<file path="src/rtl/video_timing_sync_if.sv">
// Renderer frame handshake bundle between the timing generator (master) and
// the renderer group (slave).
interface video_timing_sync_if #(
   parameter int NUM_RENDERERS = 2,
   parameter int DROP_W        = 8
);
   logic [NUM_RENDERERS-1:0] done_in;
   logic                     start_out;
   logic                     buf_sel_out;
   logic [DROP_W-1:0]        drop_count_out;

   modport master (
      input  done_in,
      output start_out,
      output buf_sel_out,
      output drop_count_out
   );

   modport slave (
      output done_in,
      input  start_out,
      input  buf_sel_out,
      input  drop_count_out
   );
endinterface

</file>
<file path="src/rtl/video_timing_sync.sv">
// Parametrised raster timing generator with scaled coordinates and N-renderer frame kick.
// Optional colour-bar test pattern output enabled by VIDEO_TIMING_SYNC_PATTERN_EN.
module video_timing_sync #(
   parameter int ACTIVE_H      = 1280,
   parameter int FP_H          = 110,
   parameter int SYNC_H        = 40,
   parameter int BP_H          = 220,
   parameter int ACTIVE_V      = 720,
   parameter int FP_V          = 5,
   parameter int SYNC_V        = 5,
   parameter int BP_V          = 20,
   parameter bit HS_POL        = 1'b1,
   parameter bit VS_POL        = 1'b1,
   parameter int FRAME_WRAP    = 60,
   parameter int SCALE_SHIFT   = 2,
   parameter int NUM_RENDERERS = 2,
   parameter int H_W           = 11,
   parameter int V_W           = 10,
   parameter int DROP_W        = 8
) (
   input  logic                clk_pixel_in,
   input  logic                rst_in,
   output logic [H_W-1:0]      hcount_out,
   output logic [V_W-1:0]      vcount_out,
   output logic [H_W-1:0]      hcount_scaled_out,
   output logic [V_W-1:0]      vcount_scaled_out,
   output logic                hs_out,
   output logic                vs_out,
   output logic                ad_out,
   output logic                nf_out,
   output logic [5:0]          fc_out,
`ifdef VIDEO_TIMING_SYNC_PATTERN_EN
   output logic [23:0]         pattern_out,
`endif
   video_timing_sync_if.master rnd
);
   localparam int TOTAL_H = ACTIVE_H + FP_H + SYNC_H + BP_H;
   localparam int TOTAL_V = ACTIVE_V + FP_V + SYNC_V + BP_V;

   localparam logic [H_W-1:0]    H_ACT   = H_W'(ACTIVE_H);
   localparam logic [H_W-1:0]    HS_BEG  = H_W'(ACTIVE_H + FP_H);
   localparam logic [H_W-1:0]    HS_END  = H_W'(ACTIVE_H + FP_H + SYNC_H);
   localparam logic [H_W-1:0]    H_LAST  = H_W'(TOTAL_H - 1);
   localparam logic [V_W-1:0]    V_ACT   = V_W'(ACTIVE_V);
   localparam logic [V_W-1:0]    VS_BEG  = V_W'(ACTIVE_V + FP_V);
   localparam logic [V_W-1:0]    VS_END  = V_W'(ACTIVE_V + FP_V + SYNC_V);
   localparam logic [V_W-1:0]    V_LAST  = V_W'(TOTAL_V - 1);
   localparam logic [5:0]        FC_LAST = 6'(FRAME_WRAP - 1);
   localparam logic [DROP_W-1:0] DROP_MAX = '1;

   // Internal raster position; the registered outputs trail it by one edge.
   logic [H_W-1:0]           h_q;
   logic [V_W-1:0]           v_q;
   logic [NUM_RENDERERS-1:0] done_q;

   logic h_last, v_last, ad_d, hs_d, vs_d, nf_d, all_done;

   always_comb begin
      h_last   = (h_q == H_LAST);
      v_last   = (v_q == V_LAST);
      ad_d     = (h_q < H_ACT) && (v_q < V_ACT);
      hs_d     = ((h_q >= HS_BEG) && (h_q < HS_END)) ? HS_POL : ~HS_POL;
      vs_d     = ((v_q >= VS_BEG) && (v_q < VS_END)) ? VS_POL : ~VS_POL;
      nf_d     = (h_q == H_ACT) && (v_q == V_ACT);
      all_done = ((done_q | rnd.done_in) == '1);
   end

`ifdef VIDEO_TIMING_SYNC_PATTERN_EN
   logic [2:0]  bar_idx;
   logic [23:0] colour_d;

   always_comb begin
      bar_idx  = 3'((32'(h_q) * 32'd8) / 32'(ACTIVE_H));
      colour_d = 24'h000000;
      case (bar_idx)
         3'd0:    colour_d = 24'hFFFFFF;
         3'd1:    colour_d = 24'hFFFF00;
         3'd2:    colour_d = 24'h00FFFF;
         3'd3:    colour_d = 24'h00FF00;
         3'd4:    colour_d = 24'hFF00FF;
         3'd5:    colour_d = 24'hFF0000;
         3'd6:    colour_d = 24'h0000FF;
         default: colour_d = 24'h000000;
      endcase
   end

   always_ff @(posedge clk_pixel_in) begin
      if (rst_in) pattern_out <= '0;
      else        pattern_out <= ad_d ? colour_d : 24'h000000;
   end
`endif

   // Handshake: start_out is a one-cycle valid with no ready; a renderer
   // acknowledges the frame by raising done_in (level or pulse) at any point
   // before the next boundary, and a boundary without all acks is a drop.
   always_ff @(posedge clk_pixel_in) begin
      if (rst_in) begin
         h_q                <= '0;
         v_q                <= '0;
         done_q             <= '1;
         hcount_out         <= '0;
         vcount_out         <= '0;
         hcount_scaled_out  <= '0;
         vcount_scaled_out  <= '0;
         hs_out             <= 1'b0;
         vs_out             <= 1'b0;
         ad_out             <= 1'b0;
         nf_out             <= 1'b0;
         fc_out             <= '0;
         rnd.start_out      <= 1'b0;
         rnd.buf_sel_out    <= 1'b0;
         rnd.drop_count_out <= '0;
      end else begin
         h_q <= h_last ? '0 : h_q + H_W'(1);
         if (h_last) v_q <= v_last ? '0 : v_q + V_W'(1);

         hcount_out        <= h_q;
         vcount_out        <= v_q;
         hcount_scaled_out <= h_q >> SCALE_SHIFT;
         vcount_scaled_out <= v_q >> SCALE_SHIFT;
         hs_out            <= hs_d;
         vs_out            <= vs_d;
         ad_out            <= ad_d;
         nf_out            <= nf_d;
         if (nf_d) fc_out  <= (fc_out == FC_LAST) ? 6'd0 : fc_out + 6'd1;

         rnd.start_out <= nf_d && all_done;
         if (nf_d && all_done) begin
            // Clearing takes priority over a done_in seen in the same cycle.
            rnd.buf_sel_out <= ~rnd.buf_sel_out;
            done_q          <= '0;
         end else begin
            done_q <= done_q | rnd.done_in;
            if (nf_d && (rnd.drop_count_out != DROP_MAX))
               rnd.drop_count_out <= rnd.drop_count_out + DROP_W'(1);
         end
      end
   end
endmodule

</file>
<file path="src/flat_wrapper.sv">
// flat-port wrapper written by rule: the top's interface ports become plain ports
module video_timing_sync_flat 
#(
   parameter int ACTIVE_H      = 1280,
   parameter int FP_H          = 110,
   parameter int SYNC_H        = 40,
   parameter int BP_H          = 220,
   parameter int ACTIVE_V      = 720,
   parameter int FP_V          = 5,
   parameter int SYNC_V        = 5,
   parameter int BP_V          = 20,
   parameter bit HS_POL        = 1'b1,
   parameter bit VS_POL        = 1'b1,
   parameter int FRAME_WRAP    = 60,
   parameter int SCALE_SHIFT   = 2,
   parameter int NUM_RENDERERS = 2,
   parameter int H_W           = 11,
   parameter int V_W           = 10,
   parameter int DROP_W        = 8
)
  (clk_pixel_in, rst_in, hcount_out, vcount_out, hcount_scaled_out, vcount_scaled_out, hs_out, vs_out, ad_out, nf_out, fc_out, rnd_done_in, rnd_start_out, rnd_buf_sel_out, rnd_drop_count_out);
  video_timing_sync_if #(.NUM_RENDERERS(NUM_RENDERERS), .DROP_W(DROP_W)) rnd_i ();
  input  logic clk_pixel_in;
  input  logic rst_in;
  output logic [H_W-1:0] hcount_out;
  output logic [V_W-1:0] vcount_out;
  output logic [H_W-1:0] hcount_scaled_out;
  output logic [V_W-1:0] vcount_scaled_out;
  output logic hs_out;
  output logic vs_out;
  output logic ad_out;
  output logic nf_out;
  output logic [5:0] fc_out;
  input wire logic [$bits(rnd_i.done_in)-1:0] rnd_done_in;
  output wire logic [$bits(rnd_i.start_out)-1:0] rnd_start_out;
  output wire logic [$bits(rnd_i.buf_sel_out)-1:0] rnd_buf_sel_out;
  output wire logic [$bits(rnd_i.drop_count_out)-1:0] rnd_drop_count_out;
  assign rnd_i.done_in = rnd_done_in;
  assign rnd_start_out = rnd_i.start_out;
  assign rnd_buf_sel_out = rnd_i.buf_sel_out;
  assign rnd_drop_count_out = rnd_i.drop_count_out;
  video_timing_sync #(.ACTIVE_H(ACTIVE_H), .FP_H(FP_H), .SYNC_H(SYNC_H), .BP_H(BP_H), .ACTIVE_V(ACTIVE_V), .FP_V(FP_V), .SYNC_V(SYNC_V), .BP_V(BP_V), .HS_POL(HS_POL), .VS_POL(VS_POL), .FRAME_WRAP(FRAME_WRAP), .SCALE_SHIFT(SCALE_SHIFT), .NUM_RENDERERS(NUM_RENDERERS), .H_W(H_W), .V_W(V_W), .DROP_W(DROP_W)) u_core (.clk_pixel_in(clk_pixel_in), .rst_in(rst_in), .hcount_out(hcount_out), .vcount_out(vcount_out), .hcount_scaled_out(hcount_scaled_out), .vcount_scaled_out(vcount_scaled_out), .hs_out(hs_out), .vs_out(vs_out), .ad_out(ad_out), .nf_out(nf_out), .fc_out(fc_out), .rnd(rnd_i));
endmodule
</file>
<file path="config.mk">
export PLATFORM = sky130hd
export DESIGN_NAME = video_timing_sync_flat
export DESIGN_NICKNAME = d
export VERILOG_FILES = /design/src/rtl/video_timing_sync_if.sv /design/src/rtl/video_timing_sync.sv /design/src/flat_wrapper.sv
export SDC_FILE = /design/constraint.sdc
export NUM_CORES = 1
export LEC_CHECK = 0
export ABC_AREA = 0
export ABC_CLOCK_PERIOD_IN_PS = 2800
export BUFFER_PORTS_ARGS = -buffer_cell sky130_fd_sc_hd__buf_4
export CORE_UTILIZATION = 35
export CTS_CLUSTER_SIZE = 28
export DETAILED_ROUTE_END_ITERATION = 10
export SKIP_CTS_REPAIR_TIMING = 1
export SLEW_MARGIN = 0
export SYNTH_ARGS = -nofsm -noshare
export SYNTH_HDL_FRONTEND = slang
export SYNTH_SLANG_ARGS = --single-unit
</file>
<file path="constraint.sdc">
create_clock -name clk_pixel_in -period 2.8 [get_ports clk_pixel_in]
set_clock_uncertainty 0.15 [all_clocks]
set_input_delay 0.56 -clock clk_pixel_in [delete_from_list [all_inputs] [get_ports clk_pixel_in]]
set_output_delay 0.56 -clock clk_pixel_in [all_outputs]
set_load 0.05 [all_outputs]
</file>
-- Word level (Yosys, flattened, before mapping)
Index checks and enable logic that the tools add are counted.
- logic and storage cells: 50
- flip-flop bits (word level): 85
- reduce and logical (&&, ||, !) cells: 8
- eq/ne operators: 7
- bitwise gates (word level): 3
- add/subtract/negate cells: 4
- $lt $le $gt $ge: 6
- muxes and demuxes: 5
- operator list (operator ; count):
    == test 11 bit, second input constant ; 2
    < comparator 11 bit, second input constant ; 2
    == test 10 bit, second input constant ; 2
    < comparator 10 bit, second input constant ; 2
    adder 11 x 1 -> 11 bit, second input constant ; 1
    >= comparator 11 bit, second input constant ; 1
    adder 10 x 1 -> 10 bit, second input constant ; 1
    >= comparator 10 bit, second input constant ; 1
    2-to-1 mux 10 bit ; 1
    adder 8 x 1 -> 8 bit, second input constant ; 1
    != test 8 bit, second input constant ; 1
    adder 6 x 1 -> 6 bit, second input constant ; 1
    == test 6 bit, second input constant ; 1
    logical AND 1 bit ; 6
    2-to-1 mux 6 bit ; 1
    == test 2 bit, second input constant ; 1
    2-to-1 mux 1 bit ; 2
    2-to-1 mux 2 bit ; 1
    inverter 1 bit ; 2
    OR 2 bit ; 1
    AND reduction 2 bit ; 1
    OR reduction 2 bit ; 1

-- Logic depth before layout (Yosys ltp)
- depth after elaboration: 5
- mapped depth: 7
- depth with buffers taken out: 7

-- Least setup slack after synthesis
Ideal clock, no wire load.
- kind: register -> register
- from: register u_core.h_q[3]
- to: register u_core.rnd.drop_count_out[7]
- library setup time: 132 ps
- period minus slack after synthesis: 2220 ps
- stages on the path, launching flop included: 7
- arrival: 1938 ps
- required time: 2518 ps
- buffers on the path: 1
- path slack: 580 ps
- cell sequence: dfxtp_1 > or4b_4 > nand4b_4 > or2_4 > buf_6 > o41ai_1 > a21oi_1
- longest elaborated chain between the ends: 5
- elaborated cells between the ends (all ways): 6
- classes of those cells: eq/ne (1); bitwise (1); reduce/logical (4)
- ends and longest elaborated chain (item ; RTL line ; source):
    start: declaration ; video_timing_sync.sv:52 ; logic [H_W-1:0] h_q;
    start signal: assignment ; video_timing_sync.sv:114 ; h_q <= h_last ? '0 : h_q + H_W'(1);
    == test 11 bit (*) ; video_timing_sync.sv:64 ; nf_d = (h_q == H_ACT) && (v_q == V_ACT);
    logical AND 1 bit (*) ; video_timing_sync.sv:64 ;
    logical AND 1 bit ; video_timing_sync.sv:128 ; if (nf_d && all_done) begin
    inverter 1 bit (no source line) ; n/a ;
    AND reduction 2 bit (no source line) (*) ; n/a ;
    end signal: assignment ; video_timing_sync.sv:135 ; rnd.drop_count_out <= rnd.drop_count_out + DROP_W'(1);
    end: declaration ; video_timing_sync_if.sv:16 ; output drop_count_out
Every way passes the cells marked *; elsewhere a longest branch is shown, timed or not.
A chain may end at the register's enable or synchronous reset.

-- Final worst setup path
- from: register u_core.h_q[3]
- to: register u_core.fc_out[5]
- longest elaborated chain between the ends: 2
- ends and longest elaborated chain (item ; RTL line ; source):
    == test 11 bit ; video_timing_sync.sv:64 ;
    logical AND 1 bit ; video_timing_sync.sv:64 ;
    end signal: assignment ; video_timing_sync.sv:125 ; if (nf_d) fc_out <= (fc_out == FC_LAST) ? 6'd0 : fc_out + 6'd1;
    end: declaration ; video_timing_sync.sv:31 ; output logic [5:0] fc_out,
No other way between the ends.

==> summary.txt <==
Post-route DRC: 0
Routed WL: 5200 um
Synth top area cells: dfxtp_1 (47%), nor2_1 (6.1%), buf_4 (5.8%)
Sequential area share after synthesis: 47.0%
1st-pass router iterations: 4
Worst-margin pin slew: 0.516 ns
Worst EP arrival: 2.48 ns
Worst-Skew Late Latency: 0.33 ns
Distinct cells, synth: 44
Layout cell share with drive strength beyond 1: 24.5%
Startpoint types: flip-flop
Placed Instance Area: 3120 um2
PD cells: 500 nW/um2
# diodes: 0
Net switching power figure: 0.368 mW
Setup tns final: 0 ns
Worst Hold Class: reg -> reg
P_leak: 1.34 nW
Worst-path clk slew: 0.06 ns
Worst VDD drop: 0.200 mV
Chip Height: 90.3 um
Die area: 8150 um2
Post-synth EDFFs: 0
Syn Area/Cell: 9.18 um2
Initial antenna violation count: 0
Antenna-violating nets left: 0
Count of endpoints failing hold in the final timing report: 0
Final Max Tran Viols: 0
Gpl congestion: 0.845
Vias in the first global route: 1820
Min cycle time layout: 2.37 ns
Wire per inst: 11.8 um
Post-synthesis cell count: 297
Max_slew headroom: 65.1%
Reg2Reg Capture Point: u_core.fc_out[5]
Chip Width: 90.3 um
Hpwl dp: 3680 um
Synthesized cell area: 2730 um2
Initial core utilization: 36.8%
RSZ-0062 raised after global routing: no
Port Buf Inserts: 61
R2r worst-path depth: 5
Final setup fails: 0
Fmax: 0.422 GHz
H-tree levels: 3
Largest net degree at the start of global routing: 44
Critical Path RT: 2.91 ns
WHS Endpoint: u_core.fc_out[1]
Row count: 31
Reg power frac: 56.5%
First-pass GRT wire length: 8950 um
Bufs on Longest Clock Path: 2
Launch point of the worst hold path: u_core.fc_out[1]
Post-DR vias/cell: 4.63
Num CTS Buffers: 9
Num Clock Sinks: 64
CTS tree: yes
Switching share of power: 22.5%
Fin crit share: 84.5%
Root buffer cell: clkbuf_8
Yosys top cell area share: 47.0%
Via count: 2048
GRT Overall Usage: 13.9%
Crit-path max FO: 12
Most frequent cell after synthesis: dfxtp_1
Status: complete, no violations
Core area: 7410 um2
P&R area growth vs syn: 20.0%
Commonest cells in the netlist: dfxtp_1 (64), nor2_1 (44), buf_4 (21)
Ys Warns: 0
Synth Register Bits: 64
Reg2reg start: u_core.h_q[3]
Synth area leader: dfxtp_1
Power Internal: 1.27 mW
Hold path depth: 2
Combinational power share: 3.7%
Max-cap violations: 0
R2r setup slk: 0.43 ns
Primary FF master, synth: dfxtp_1
Starting DRT DRC Count: 85
Final #Nets: 351
CP Class: reg -> reg
Ports: 66
Crit path capture type: flip-flop
Final Instance Area: 3270 um2
Aggregate global routing overflow: 0
Ys async rst share: 0%
Clock network power share: 39.8%
critical path: stages (launching register included):
cell,delay (ns)
dfxtp_1,0.36
or4b_4,0.57
nand4b_4,0.27
or2_4,0.34
or3_2,0.46
a21oi_1,0.15
placed cells by master, fill, tap and decap left out, types with 3 or more instances in the layout:
master    count
dfxtp_1      64
buf_4        63
nor2_1       44
nor2b_1      17
nand3_1      16
xnor2_1      14
a21oi_1      11
inv_1        10
xor2_1       10
clkbuf_8     10
o21ai_0       9
nor3_1        7
nand2_1       7
ha_1          7
nor4_1        6
nand4_1       6
conb_1        4
and3_1        3
clkbuf_1      3
metrics by stage:
stage               hold slack (ns)  worst slack (ns)  instances  total power, mW  util [%]
finish                        0.338             0.433        442             1.64      44.1
global route                  0.368             0.314        442             1.71      44.1
CTS                           0.347             0.438        442             1.66      44.1
detailed placement            0.338             0.474        428             1.01      42.1
global placement              0.335             0.503        428             1.01      42.1
floorplan                     0.313             0.580        300            0.994         -
cell families after synthesis:
group                    after synthesis  share of synthesized area, %
buffers and inverters                 44                          9.36
AND/OR/NAND/NOR                      127                          26.0
adder cells (fa/ha/maj)                7                          3.21
XOR/XNOR                              24                          7.71
AO/OA/AOI/OAI                         28                          5.87
other                                  1                         0.138
multiplexers                           2                         0.734
flip-flops                            64                          47.0
per-layer routing:
metal	share of wire, %	vias up	global-route usage (%)
met4	2.3	0	7.26
met3	4.0	11	4.12
met2	44	44	20.5
met5	0	-	0
li1	-	1054	-
met1	50	939	18.3
worst max-delay path by stage:
stage,from,endpoint,slack (ns),cells past startpoint
global route,u_core.v_q[3],u_core.rnd.drop_count_out[7],0.31,5
detailed placement,u_core.h_q[3],u_core.fc_out[0],0.47,5
floorplan,u_core.h_q[3],u_core.rnd.drop_count_out[7],0.58,6
finish,u_core.h_q[3],u_core.fc_out[5],0.43,5
CTS,u_core.h_q[3],u_core.fc_out[5],0.44,5
global placement,u_core.h_q[3],u_core.fc_out[0],0.50,5
flip-flops by register name (all words and copies together), names as in the netlist, 2 cells and up:
signal and count:
u_core.vcount_out 2, u_core.fc_out 6, u_core.v_q 10, u_core.vcount_scaled_out 8, u_core.hcount_out 2, u_core.rnd.drop_count_out 8, u_core.hcount_scaled_out 9, u_core.done_q 2
u_core.h_q 11
power by group through the flow:
stage                     clock network, mW  registers, mW  logic [mW]
after floorplan                           0          0.953      0.0410
after global placement                    0          0.945      0.0606
after detailed placement                  0          0.945      0.0608
after CTS                             0.675          0.924      0.0610
after global routing                  0.721          0.925      0.0656
final                                 0.651          0.925      0.0597
area by class of cell:
cell class	instances	area (um2)
well taps	99	124
multi-input cells	192	1200
flip-flops and latches	64	1280
fillers	743	4140
repair buffers	63	473
clock inverters	1	5.00
inverters	10	37.5
clock buffers	13	149
Note: power is estimated with default switching activity, not from simulation.
